File: config.mk
export PLATFORM = sky130hd
export DESIGN_NAME = data_cache_controller
export DESIGN_NICKNAME = d
export VERILOG_FILES = /design/src/rtl/dcache_pkg.sv /design/src/rtl/dcache_line_array.sv /design/src/rtl/data_cache_controller.sv
export SDC_FILE = /design/constraint.sdc
export NUM_CORES = 2
export LEC_CHECK = 0
export ABC_CLOCK_PERIOD_IN_PS = 5200
export CAP_MARGIN = 25
export CORE_MARGIN = 10
export CORE_UTILIZATION = 36
export CTS_BUF_LIST = sky130_fd_sc_hd__clkbuf_4
export CTS_CLUSTER_DIAMETER = 120
export CTS_CLUSTER_SIZE = 24
export DETAILED_ROUTE_END_ITERATION = 16
export DONT_BUFFER_PORTS = 1
export PLACE_DENSITY_LB_ADDON = 0.08
export SLEW_MARGIN = 20
export SYNTH_ARGS = -nofsm -noshare
export SYNTH_HDL_FRONTEND = slang
export SYNTH_MEMORY_MAX_BITS = 65536
export SYNTH_SLANG_ARGS = --single-unit
File: constraint.sdc
create_clock -name clk -period 5.2 [get_ports clk]
set_clock_uncertainty 0.05 [all_clocks]
set_input_delay 1.3 -clock clk [delete_from_list [all_inputs] [get_ports clk]]
set_output_delay 1.3 -clock clk [all_outputs]
set_load 0.005 [all_outputs]
File: src/rtl/dcache_pkg.sv
// Shared types and constants for the direct-mapped data cache controller.
package dcache_pkg;

    localparam int WORD_W   = 32;
    localparam int LINE_W   = 128;
    localparam int OFFSET_W = 2;
    localparam int ADDR_W   = 10;

    typedef enum logic [1:0] {
        IDLE      = 2'd0,
        READ_MISS = 2'd1,
        WRITE     = 2'd2
    } dcache_state_t;

    // Word k of a line lives in bits [32k+31:32k].
    function automatic logic [WORD_W-1:0] line_word(
        input logic [LINE_W-1:0]   line,
        input logic [OFFSET_W-1:0] k
    );
        return line[int'(k) * WORD_W +: WORD_W];
    endfunction

endpackage

File: src/rtl/dcache_line_array.sv
// Valid/tag/data storage for the direct-mapped cache. Only the valid bits
// are reset; tag and data contents are meaningless until a fill sets valid.
module dcache_line_array #(
    parameter int NUM_LINES = 32,
    parameter int INDEX_W   = $clog2(NUM_LINES),
    parameter int TAG_W     = 3
) (
    input  logic               clk,
    input  logic               rst,
    input  logic [INDEX_W-1:0] rd_index,
    output logic               rd_valid,
    output logic [TAG_W-1:0]   rd_tag,
    output logic [127:0]       rd_line,
    input  logic [INDEX_W-1:0] wr_index,
    input  logic               fill_en,
    input  logic [TAG_W-1:0]   fill_tag,
    input  logic [127:0]       fill_line,
    input  logic               word_en,
    input  logic [1:0]         word_sel,
    input  logic [31:0]        word_data
);
    import dcache_pkg::*;

    logic [NUM_LINES-1:0] valid;
    logic [TAG_W-1:0]     tag_store  [NUM_LINES];
    logic [LINE_W-1:0]    data_store [NUM_LINES];

    // Valid bits: cleared on reset, set by a line fill.
    always_ff @(posedge clk) begin
        if (rst) begin
            valid <= '0;
        end else if (fill_en) begin
            valid[wr_index] <= 1'b1;
        end
    end

    // Tag/data: full-line fill takes precedence over a single-word update.
    always_ff @(posedge clk) begin
        if (fill_en) begin
            tag_store[wr_index]  <= fill_tag;
            data_store[wr_index] <= fill_line;
        end else if (word_en) begin
            data_store[wr_index][int'(word_sel) * WORD_W +: WORD_W] <= word_data;
        end
    end

    assign rd_valid = valid[rd_index];
    assign rd_tag   = tag_store[rd_index];
    assign rd_line  = data_store[rd_index];

endmodule

File: src/rtl/data_cache_controller.sv
// Direct-mapped, write-through, no-write-allocate data cache controller.
//
//   state     | meaning
//   ----------+-----------------------------------------------------------
//   IDLE      | serve read hits combinationally; launch misses and stores
//   READ_MISS | rd_en_dm high, waiting for mem_done, then fill the line
//   WRITE     | wr_en_dm high, waiting for mem_done for the word write
module data_cache_controller #(
    parameter int NUM_LINES = 32,
    parameter int ADDR_W    = 10
) (
    input  logic              clk,
    input  logic              rst,
    input  logic              cpu_rd,
    input  logic              cpu_wr,
    input  logic [ADDR_W-1:0] cpu_address,
    input  logic [31:0]       cpu_wdata,
    output logic [31:0]       cpu_rdata,
    output logic              stall,
    output logic              rd_en_dm,
    output logic              wr_en_dm,
    output logic [ADDR_W-1:0] mem_address,
    output logic [31:0]       mem_data_in,
    input  logic [127:0]      mem_data_out,
    input  logic              mem_done
);
    import dcache_pkg::*;

    localparam int INDEX_W = $clog2(NUM_LINES);
    localparam int TAG_W   = ADDR_W - INDEX_W - OFFSET_W;

    dcache_state_t state;
    dcache_state_t state_next;

    logic [OFFSET_W-1:0] offset;
    logic [INDEX_W-1:0]  index;
    logic [TAG_W-1:0]    tag_in;
    logic                line_valid;
    logic [TAG_W-1:0]    line_tag;
    logic [LINE_W-1:0]   line_data;
    logic                hit;
    logic                fill_en;
    logic                word_en;
    logic                wr_done;

    assign offset = cpu_address[OFFSET_W-1:0];
    assign index  = cpu_address[INDEX_W+OFFSET_W-1:OFFSET_W];
    assign tag_in = cpu_address[ADDR_W-1:INDEX_W+OFFSET_W];
    assign hit    = line_valid && (line_tag == tag_in);

    assign mem_address = cpu_address;
    assign mem_data_in = cpu_wdata;

    dcache_line_array #(
        .NUM_LINES (NUM_LINES),
        .INDEX_W   (INDEX_W),
        .TAG_W     (TAG_W)
    ) u_lines (
        .clk       (clk),
        .rst       (rst),
        .rd_index  (index),
        .rd_valid  (line_valid),
        .rd_tag    (line_tag),
        .rd_line   (line_data),
        .wr_index  (index),
        .fill_en   (fill_en),
        .fill_tag  (tag_in),
        .fill_line (mem_data_out),
        .word_en   (word_en),
        .word_sel  (offset),
        .word_data (cpu_wdata)
    );

    // State register.
    always_ff @(posedge clk) begin
        if (rst) begin
            state <= IDLE;
        end else begin
            state <= state_next;
        end
    end

    // Marks the single IDLE cycle after a store completes, so the still-held
    // cpu_wr is released instead of being taken as a fresh store.
    always_ff @(posedge clk) begin
        if (rst) begin
            wr_done <= 1'b0;
        end else begin
            wr_done <= (state == WRITE) && mem_done;
        end
    end

    // Next-state, stall, read data and array write strobes.
    always_comb begin
        state_next = state;
        stall      = 1'b0;
        cpu_rdata  = '0;
        fill_en    = 1'b0;
        word_en    = 1'b0;
        unique case (state)
            IDLE: begin
                if (cpu_rd) begin
                    if (hit) begin
                        cpu_rdata = line_word(line_data, offset);
                    end else begin
                        stall      = 1'b1;
                        state_next = READ_MISS;
                    end
                end else if (cpu_wr && !wr_done) begin
                    stall      = 1'b1;
                    state_next = WRITE;
                    word_en    = hit;
                end
            end
            READ_MISS: begin
                stall = 1'b1;
                if (mem_done) begin
                    fill_en    = 1'b1;
                    state_next = IDLE;
                end
            end
            WRITE: begin
                stall = 1'b1;
                if (mem_done) begin
                    state_next = IDLE;
                end
            end
            default: begin
                state_next = IDLE;
            end
        endcase
        if (rst) begin
            stall   = 1'b0;
            fill_en = 1'b0;
            word_en = 1'b0;
        end
    end

    // Memory strobes come from the registered state, forced low during reset.
    assign rd_en_dm = (state == READ_MISS) && !rst;
    assign wr_en_dm = (state == WRITE) && !rst;

endmodule

# Word-level counts from Yosys, hierarchy flattened
# Memories as Yosys holds them, arrays and structs flattened.
# Index checks and enable logic that the tools add are counted.
totals:
  reg_bits: 35
  elab_cells: 314
  in_bits: 175
  ram_bits: 4192
  n_memories: 2
mem_list:
  columns: ["memory", "words", "width", "rd", "rd_clocked_by_memory_dff", "wr", "line_no", "rtl"]
  rows:
  - ["u_lines.data_store", 32, 128, 1, 0, 1, "dcache_line_array.sv:26", "logic [LINE_W-1:0] data_store [NUM_LINES];"]
  - ["u_lines.tag_store", 32, 3, 1, 0, 1, "dcache_line_array.sv:25", "logic [TAG_W-1:0] tag_store [NUM_LINES];"]
classes:
  n_shift: 3
  muxes: 157
  n_bitwise: 129
  order_cmp: 2
  n_addsub: 1
  n_reduce_logical: 11
  n_eq_ne: 6
ops:
  columns: ["cell", "n"]
  rows:
  - ["1-bit 2-to-1 mux", 145]
  - ["128-bit 2-to-1 mux", 1]
  - ["1-bit OR", 128]
  - ["32-bit by 33-bit variable shift with 128-bit output (first input constant)", 1]
  - ["128-bit by 8-bit variable part select with 32-bit output", 1]
  - ["32-bit by 33-bit variable part select with 128-bit output", 1]
  - ["32-bit 2-to-1 mux", 3]
  - ["7-bit negator with 33-bit output", 1]
  - ["32-bit OR", 1]
  - ["2-bit 2-to-1 mux", 4]
  - ["1-bit logical AND", 6]
  - ["5-bit by 6-bit < comparator with 1-bit output (second input constant)", 1]
  - ["3-bit inequality test (second input constant)", 2]
  - ["1-bit binary-select mux with 5-bit select", 1]
  - ["1-bit demux with 5-bit select", 1]
  - ["5-bit by 1-bit >= comparator with 1-bit output (second input constant)", 1]
  - ["2-bit one-hot mux with 2 select lines", 1]
  - ["3-bit equality test", 1]
  - ["3-bit AND reduction", 1]
  - ["2-bit by 1-bit equality test with 1-bit output (second input constant)", 1]
  - ["2-bit equality test (second input constant)", 1]
  - ["1-bit zero test", 2]
  - ["2-bit zero test", 1]
  - ["2-bit by 1-bit inequality test with 1-bit output (second input constant)", 1]
  - ["other kinds (2)", 2]

# Depth between registers and ports, before layout
depth:
  word_depth: 11
  mapped_depth: 14
  depth_no_buf: 8

# By module
# A second synthesis with hierarchy kept.
hier_totals:
  hier_cells: 7071
  area_unflattened_um2: 161489.9
by_module_without_submodules:
  columns: ["mod", "n_inst", "area_each_um2", "cells_each"]
  rows:
  - ["dcache_line_array", 1, 159661.9, 6916]
  - ["data_cache_controller", 1, 1828.0, 155]

# Worst setup path after synthesis
# OpenSTA, ideal clock, no wires.
synth_path:
  path_kind: "input to register"
  startpoint: "input cpu_address[3]"
  endpoint: "memory u_lines.data_store[10][100], enable pin"
  setup_time_ps: 432
  path_buffers: 6
  arrival_ps: 5131
  stages: 13
  slack_ps: -413
  path_cell_list: "buf_6 -> buf_6 -> buf_2 -> mux2i_1 -> o22ai_1 -> nor4_1 -> nand2_1 -> xor2_1 -> buf_2 -> or4_4 -> buf_6 -> buf_8 -> a21oi_1"
synth_via:
  elab_chain_len: 11
synth_rtl:
  columns: ["item", "line_no", "rtl"]
  rows:
  - ["from (decl)", "data_cache_controller.sv:16", "input logic [ADDR_W-1:0] cpu_address,"]
  - ["memory read 32 x 3 bit or 1-bit binary-select mux with 5-bit select (tied branches)", null, null]
  - ["3-bit equality test or 1-bit 2-to-1 mux (tied branches)", "data_cache_controller.sv:49, dcache_line_array.sv:47", null]
  - ["1-bit logical AND", "data_cache_controller.sv:49", "assign hit = line_valid && (line_tag == tag_in);"]
  - ["1-bit 2-to-1 mux", "data_cache_controller.sv:109", "end else if (cpu_wr && !wr_done) begin"]
  - ["1-bit 2-to-1 mux", "data_cache_controller.sv:102", "if (cpu_rd) begin"]
  - ["1-bit 2-to-1 mux", "data_cache_controller.sv:100", "unique case (state)"]
  - ["1-bit 2-to-1 mux", "data_cache_controller.sv:132", "if (rst) begin"]
  - ["1-bit 2-to-1 mux", "dcache_line_array.sv:42", "end else if (word_en) begin"]
  - ["1-bit 2-to-1 mux", "dcache_line_array.sv:39", "if (fill_en) begin"]
  - ["128-bit 2-to-1 mux (not written as such)", "dcache_line_array.sv:43", "data_store[wr_index][int'(word_sel) * WORD_W +: WORD_W] <= word_data;"]
  - ["1-bit OR (no line)", null, null]
  - ["to (decl)", "dcache_line_array.sv:26", null]
# Several ways; a longest one is shown, not always the timed one. The select of a mux whose other input is x is not followed.

# Final worst setup path
layout_path:
  startpoint: "input cpu_address[5]"
  endpoint: "output cpu_rdata[16]"
layout_via:
  elab_chain_len: 6
layout_rtl:
  columns: ["item", "line_no", "rtl"]
  rows:
  - ["parallel branches: the longest is 3 deep, another holds memory read 32 x 128 bit", null, null]
  - ["32-bit 2-to-1 mux *", "data_cache_controller.sv:103", "if (hit) begin"]
  - ["32-bit 2-to-1 mux *", "data_cache_controller.sv:102", null]
  - ["32-bit 2-to-1 mux *", "data_cache_controller.sv:100", null]
  - ["to (decl)", "data_cache_controller.sv:18", "output logic [31:0] cpu_rdata,"]
# Every way passes the cells marked *. The select of a mux whose other input is x is not followed.

==> flow_results.xml <==
<?xml version="1.0" encoding="UTF-8"?>
<metrics>
  <group name="sta">
    <metric name="maximum_clock_frequency" unit="MHz">156</metric>
    <metric name="final_max_tran_viols" unit="">0</metric>
    <metric name="post-route-min-period" unit="ns">6.40</metric>
    <metric name="rsz0062_at_grt" unit="">yes</metric>
    <metric name="layout_worst_path_cycle_share" unit="%">123</metric>
    <metric name="worst_slack" unit="ns">-1.20</metric>
    <metric name="max_slew_margin" unit="%">14.2</metric>
    <metric name="hold_violation_total_from_the_final_report" unit="">0</metric>
    <metric name="least_margin_pin_slew" unit="ns">1.29</metric>
    <metric name="setup_viol" unit="">33</metric>
  </group>
  <group name="job">
    <metric name="cap_violations" unit="">0</metric>
  </group>
  <group name="min_path">
    <metric name="worst_hold_path_endpoint" unit="">u_lines.data_store[7][21]$_DFFE_PP_</metric>
    <metric name="hold_path_depth" unit="">3</metric>
    <metric name="worstHoldPathType" unit="">in -&gt; reg</metric>
    <metric name="min-delay-start" unit="">cpu_wdata[21]</metric>
  </group>
  <group name="drt">
    <metric name="remaining_drc_errors" unit="">0</metric>
    <metric name="number_of_nets_still_failing_antenna_checks_after_routing" unit="">0</metric>
    <metric name="vias" unit="">87500</metric>
    <metric name="detail_route.iter0.violations" unit="">11400</metric>
    <metric name="post_drt_wl_per_cell" unit="µm">42.5</metric>
    <metric name="firstDrtPassIters" unit="">7</metric>
    <metric name="routed_via_density" unit="">5.94</metric>
    <metric name="postRouteWirelength" unit="mm">625</metric>
  </group>
  <group name="worst_setup_path">
    <metric name="worst-path-max-fanout" unit="">66</metric>
    <metric name="cp_slowest_cell" unit="">sky130_fd_sc_hd__a311oi_4</metric>
    <metric name="critical_path.startpoint" unit="">cpu_address[5]</metric>
    <metric name="crit_path_end_kind" unit="">output port</metric>
    <metric name="cp_data_arrival_time" unit="ns">5.05</metric>
    <metric name="r2r_end" unit="">u_lines.data_store[10][55]$_DFFE_PP_</metric>
    <metric name="worst_setup_path_start_kind" unit="">input port</metric>
    <metric name="critical_path.max_stage_delay" unit="ns">0.61</metric>
    <metric name="ff2ff_setup_slack" unit="ns">0.78</metric>
    <metric name="critPathRequiredTime" unit="ns">3.85</metric>
    <metric name="crit_path_frequent_cell" unit="">sky130_fd_sc_hd__buf_4</metric>
    <metric name="reg2regPathDepth" unit="">14</metric>
    <metric name="worstReg2RegStart" unit="">u_lines.tag_store[22][2]$_DFFE_PP_</metric>
    <metric name="cp_top_family" unit="">buffers and inverters</metric>
    <metric name="timing.critical_path.cells" unit="">buf_16 &gt; or3b_4 &gt; buf_12 &gt; buf_4 &gt; o21ai_0 &gt; a31oi_1 &gt; o21ai_0 &gt; buf_4 &gt; o21ai_1 &gt; buf_4 &gt; a221oi_1 &gt; buf_4 &gt; a311oi_4 &gt; buf_6</metric>
    <metric name="timing.setup.critical_path_class" unit="">in -&gt; out</metric>
    <metric name="critical_path_buf_inv_count" unit="">7</metric>
  </group>
  <group name="die">
    <metric name="floorplan.initialDensity" unit="%">36.1</metric>
    <metric name="pin_count" unit="">252</metric>
    <metric name="floorplan.die.width" unit="µm">697</metric>
    <metric name="core" unit="µm²">456000</metric>
    <metric name="floorplan.die_area" unit="µm²">485000</metric>
    <metric name="fp-row-count" unit="">248</metric>
    <metric name="die_height" unit="µm">697</metric>
  </group>
  <group name="logic_synthesis">
    <metric name="yosys.area.top_type_share" unit="%">76.4</metric>
    <metric name="synth.net_count" unit="">7759</metric>
    <metric name="most_frequently_used_flop_master_after_synthesis" unit="">sky130_fd_sc_hd__edfxtp_1</metric>
    <metric name="ys_warn_count" unit="">0</metric>
    <metric name="ys_seq_elements" unit="">4227</metric>
    <metric name="distinct_cell_type_count_of_the_synthesized_netlist" unit="">72</metric>
    <metric name="syn_area_per_cell" unit="µm²">21.8</metric>
    <metric name="sequential_cell_area_fraction_in_the_yosys_report" unit="%">76.8</metric>
    <metric name="synth.top_cells.by_area" unit="">sky130_fd_sc_hd__edfxtp_1 (76%), sky130_fd_sc_hd__mux4_2 (15%), sky130_fd_sc_hd__mux2i_1 (1.2%)</metric>
    <metric name="share_of_async_settable_or_async_resettable_flops_after_synthesis" unit="%">0</metric>
    <metric name="netlist.top_cell.by_area" unit="">sky130_fd_sc_hd__edfxtp_1</metric>
    <metric name="syn_area" unit="µm²">165000</metric>
    <metric name="netlist_instances" unit="">7575</metric>
    <metric name="synth_enable_flop_cells" unit="">4192</metric>
  </group>
  <group name="pwr">
    <metric name="power_density_cells" unit="nW/µm²">282</metric>
    <metric name="power.ir.vdd_worst" unit="mV">0.183</metric>
    <metric name="p_leak" unit="µW">0.0593</metric>
  </group>
  <group name="placement">
    <metric name="postPlaceCellArea" unit="µm²">187000</metric>
    <metric name="routabilityCongestion" unit="">0.818</metric>
    <metric name="port-buffer-count" unit="">0</metric>
    <metric name="detailedPlacementHpwl" unit="mm">380</metric>
    <metric name="placed_cells_incl_taps" unit="">14100</metric>
  </group>
  <group name="outcome">
    <metric name="outcome" unit="">complete, but fails checks</metric>
    <metric name="violations" unit="">setup timing</metric>
  </group>
  <group name="global_routing">
    <metric name="track_usage" unit="%">25.2</metric>
    <metric name="grt_max_degree" unit="">166</metric>
    <metric name="grt_pass1_wl" unit="mm">823</metric>
    <metric name="grt_overflow_total" unit="">0</metric>
    <metric name="number_of_antenna_violations_at_the_first_check_in_global_routing" unit="">67</metric>
    <metric name="first_global_vias" unit="">86600</metric>
  </group>
  <group name="clock_network">
    <metric name="cts_buffers" unit="">198</metric>
    <metric name="cts-root-buf" unit="">sky130_fd_sc_hd__clkbuf_4</metric>
    <metric name="path_clk_slew" unit="ns">0.24</metric>
    <metric name="clock_sinks" unit="">4227</metric>
    <metric name="ctsHtreeMaxLevel" unit="">4</metric>
    <metric name="clock_tree_from_tritoncts" unit="">done</metric>
    <metric name="clock_tree.buffer_depth" unit="">4</metric>
    <metric name="worst_skew_pair.late_latency" unit="ns">1.68</metric>
  </group>
  <group name="finish">
    <metric name="fin_nets" unit="">8793</metric>
    <metric name="share_of_layout_cells_above_drive_strength_1" unit="%">34.1</metric>
    <metric name="fin_cells" unit="">14700</metric>
    <metric name="post_route_cell_area" unit="µm²">194000</metric>
    <metric name="areaGrowthSynthToFinish" unit="%">17.4</metric>
  </group>
</metrics>
==> synth_stat cells (4+ instances only) <==
cell type / n
sky130_fd_sc_hd__a2111oi_0: 30
sky130_fd_sc_hd__a211oi_1: 20
sky130_fd_sc_hd__a21oi_1: 135
sky130_fd_sc_hd__a221oi_1: 9
sky130_fd_sc_hd__a22oi_1: 5
sky130_fd_sc_hd__a311oi_1: 14
sky130_fd_sc_hd__a31oi_1: 46
sky130_fd_sc_hd__and2_1: 4
sky130_fd_sc_hd__and3_1: 4
sky130_fd_sc_hd__buf_1: 27
sky130_fd_sc_hd__buf_2: 93
sky130_fd_sc_hd__buf_4: 140
sky130_fd_sc_hd__buf_6: 42
sky130_fd_sc_hd__buf_8: 9
sky130_fd_sc_hd__clkbuf_1: 181
sky130_fd_sc_hd__dfxtp_1: 35
sky130_fd_sc_hd__edfxtp_1: 4192
sky130_fd_sc_hd__ha_1: 9
sky130_fd_sc_hd__inv_1: 138
sky130_fd_sc_hd__mux2_2: 10
sky130_fd_sc_hd__mux2i_1: 202
sky130_fd_sc_hd__mux4_2: 1117
sky130_fd_sc_hd__nand2_1: 392
sky130_fd_sc_hd__nand2b_1: 5
sky130_fd_sc_hd__nand3_1: 16
sky130_fd_sc_hd__nand3b_1: 4
sky130_fd_sc_hd__nand4_1: 5
sky130_fd_sc_hd__nor2_1: 242
sky130_fd_sc_hd__nor2b_1: 4
sky130_fd_sc_hd__nor3_1: 27
sky130_fd_sc_hd__nor4_1: 12
sky130_fd_sc_hd__nor4_4: 5
sky130_fd_sc_hd__o21ai_0: 94
sky130_fd_sc_hd__o21ba_2: 4
sky130_fd_sc_hd__o221ai_1: 54
sky130_fd_sc_hd__o22ai_1: 153
sky130_fd_sc_hd__o311a_1: 25
sky130_fd_sc_hd__o31ai_1: 5
sky130_fd_sc_hd__o32ai_1: 8
==> layout make-up <==
type / count / area [µm²]
Clock inverter: 8 / 151
Fill cell: 39400 / 263000
Clock buffer: 220 / 1650
Timing Repair Buffer: 1326 / 18900
Inverter: 141 / 547
Tap cell: 6000 / 7510
Multi-Input combinational cell: 2715 / 38000
Sequential cell: 4227 / 127000
Antenna cell: 85 / 213
==> cells in the final DEF, fill, tap and decap left out, types with 14 or more instances in the layout <==
cell                               n
sky130_fd_sc_hd__mux4_2         1117
sky130_fd_sc_hd__o21ai_0          84
sky130_fd_sc_hd__mux2i_1          61
sky130_fd_sc_hd__a21oi_4         128
sky130_fd_sc_hd__edfxtp_1       4192
sky130_fd_sc_hd__buf_16           28
sky130_fd_sc_hd__o311a_4          14
sky130_fd_sc_hd__nor2_1          237
sky130_fd_sc_hd__diode_2          85
sky130_fd_sc_hd__a31oi_1          44
sky130_fd_sc_hd__nand3_1          14
sky130_fd_sc_hd__bufbuf_16        17
sky130_fd_sc_hd__buf_12          584
sky130_fd_sc_hd__nor3_1           20
sky130_fd_sc_hd__o221ai_1         51
sky130_fd_sc_hd__o22ai_1         145
sky130_fd_sc_hd__dfxtp_1          35
sky130_fd_sc_hd__mux2i_2         115
sky130_fd_sc_hd__dlygate4sd3_1   150
sky130_fd_sc_hd__nand2_1         385
sky130_fd_sc_hd__buf_4           503
sky130_fd_sc_hd__buf_6            33
sky130_fd_sc_hd__inv_1           137
sky130_fd_sc_hd__clkbuf_4        220
sky130_fd_sc_hd__mux2i_4          26
==> state kept, by name (all words and copies together) (netlist names) <==
signal,cells
state,2
u_lines.data_store,4096
u_lines.tag_store,96
u_lines.valid,32
wr_done,1
==> routing by layer <==
layer	part of all wire, %	up-vias	global-route usage (%)
met5	0.027	-	0
met4	2.6	30	5.87
met3	7.9	604	4.78
met2	47	3578	39.9
met1	43	49600	36.2
li1	-	33600	-
==> worst reg2reg max path, delay by kind of cell, from the launching register on <==
family | cells | cell delay (ns)
DFF | 1 | 0.43
muxes | 2 | 0.45
AOI/OAI and AO/OA | 2 | 0.30
buffers and inverters | 7 | 1.96
and+or+nand+nor | 3 | 0.96
==> cells by family after synthesis <==
kind of cell / share of synthesized area, %
AOI/OAI and AO/OA: 2.51
xor gates and xnor gates: 0.0106
adders and majority gates: 0.0683
buffers and inverters: 2.08
DFF: 76.8
muxes: 16.6
and+or+nand+nor: 1.95
==> power breakdown <==
group	leakage [µW]	total [µW]	switching, µW	internal [µW]
logic	0.0203	5110	3050	2060
registers	0.0380	37500	12.9	37500
clock network	0.00109	12000	9900	2130
total	0.0593	54600	13000	41700
==> stage by stage <==
step | utilization, % | TNS (ns) | hold WS, ns | setup WS (ns) | power (µW)
6_report | 42.4 | -24.80 | 0.154 | -1.20 | 54600
5_1_grt | 42.4 | -28.62 | 0.0686 | -1.11 | 56300
4_1_cts | 42.2 | -30.79 | 0.00115 | -1.11 | 55000
3_5_place_dp | 41.0 | -116.41 | 0.410 | -4.54 | 42800
3_3_place_gp | 41.0 | -127.16 | 0.399 | -5.59 | 42700
2_1_floorplan | - | -1511.31 | 0.385 | -0.413 | 40400
==> worst max path at each step <==
stage	endpoint	slack, ns	cells after the start
floorplan	u_lines.data_store[10][100]$_DFFE_PP_	-0.41	13
global placement	cpu_rdata[29]	-5.59	12
detailed placement	cpu_rdata[17]	-4.54	14
CTS	cpu_rdata[16]	-1.11	9
global route	cpu_rdata[16]	-1.11	10
finish	cpu_rdata[16]	-1.20	14
==> what timing repair did <==
item,CTS,global route
gates cloned,28,4
pin swaps,17,22
resized for setup,94,92
buffers inserted,38,26
hold buffers,168,0
setup endpoints to repair,33,33
endpoints found under the hold margin,3827,0
Power figures use the tool's default switching activity.
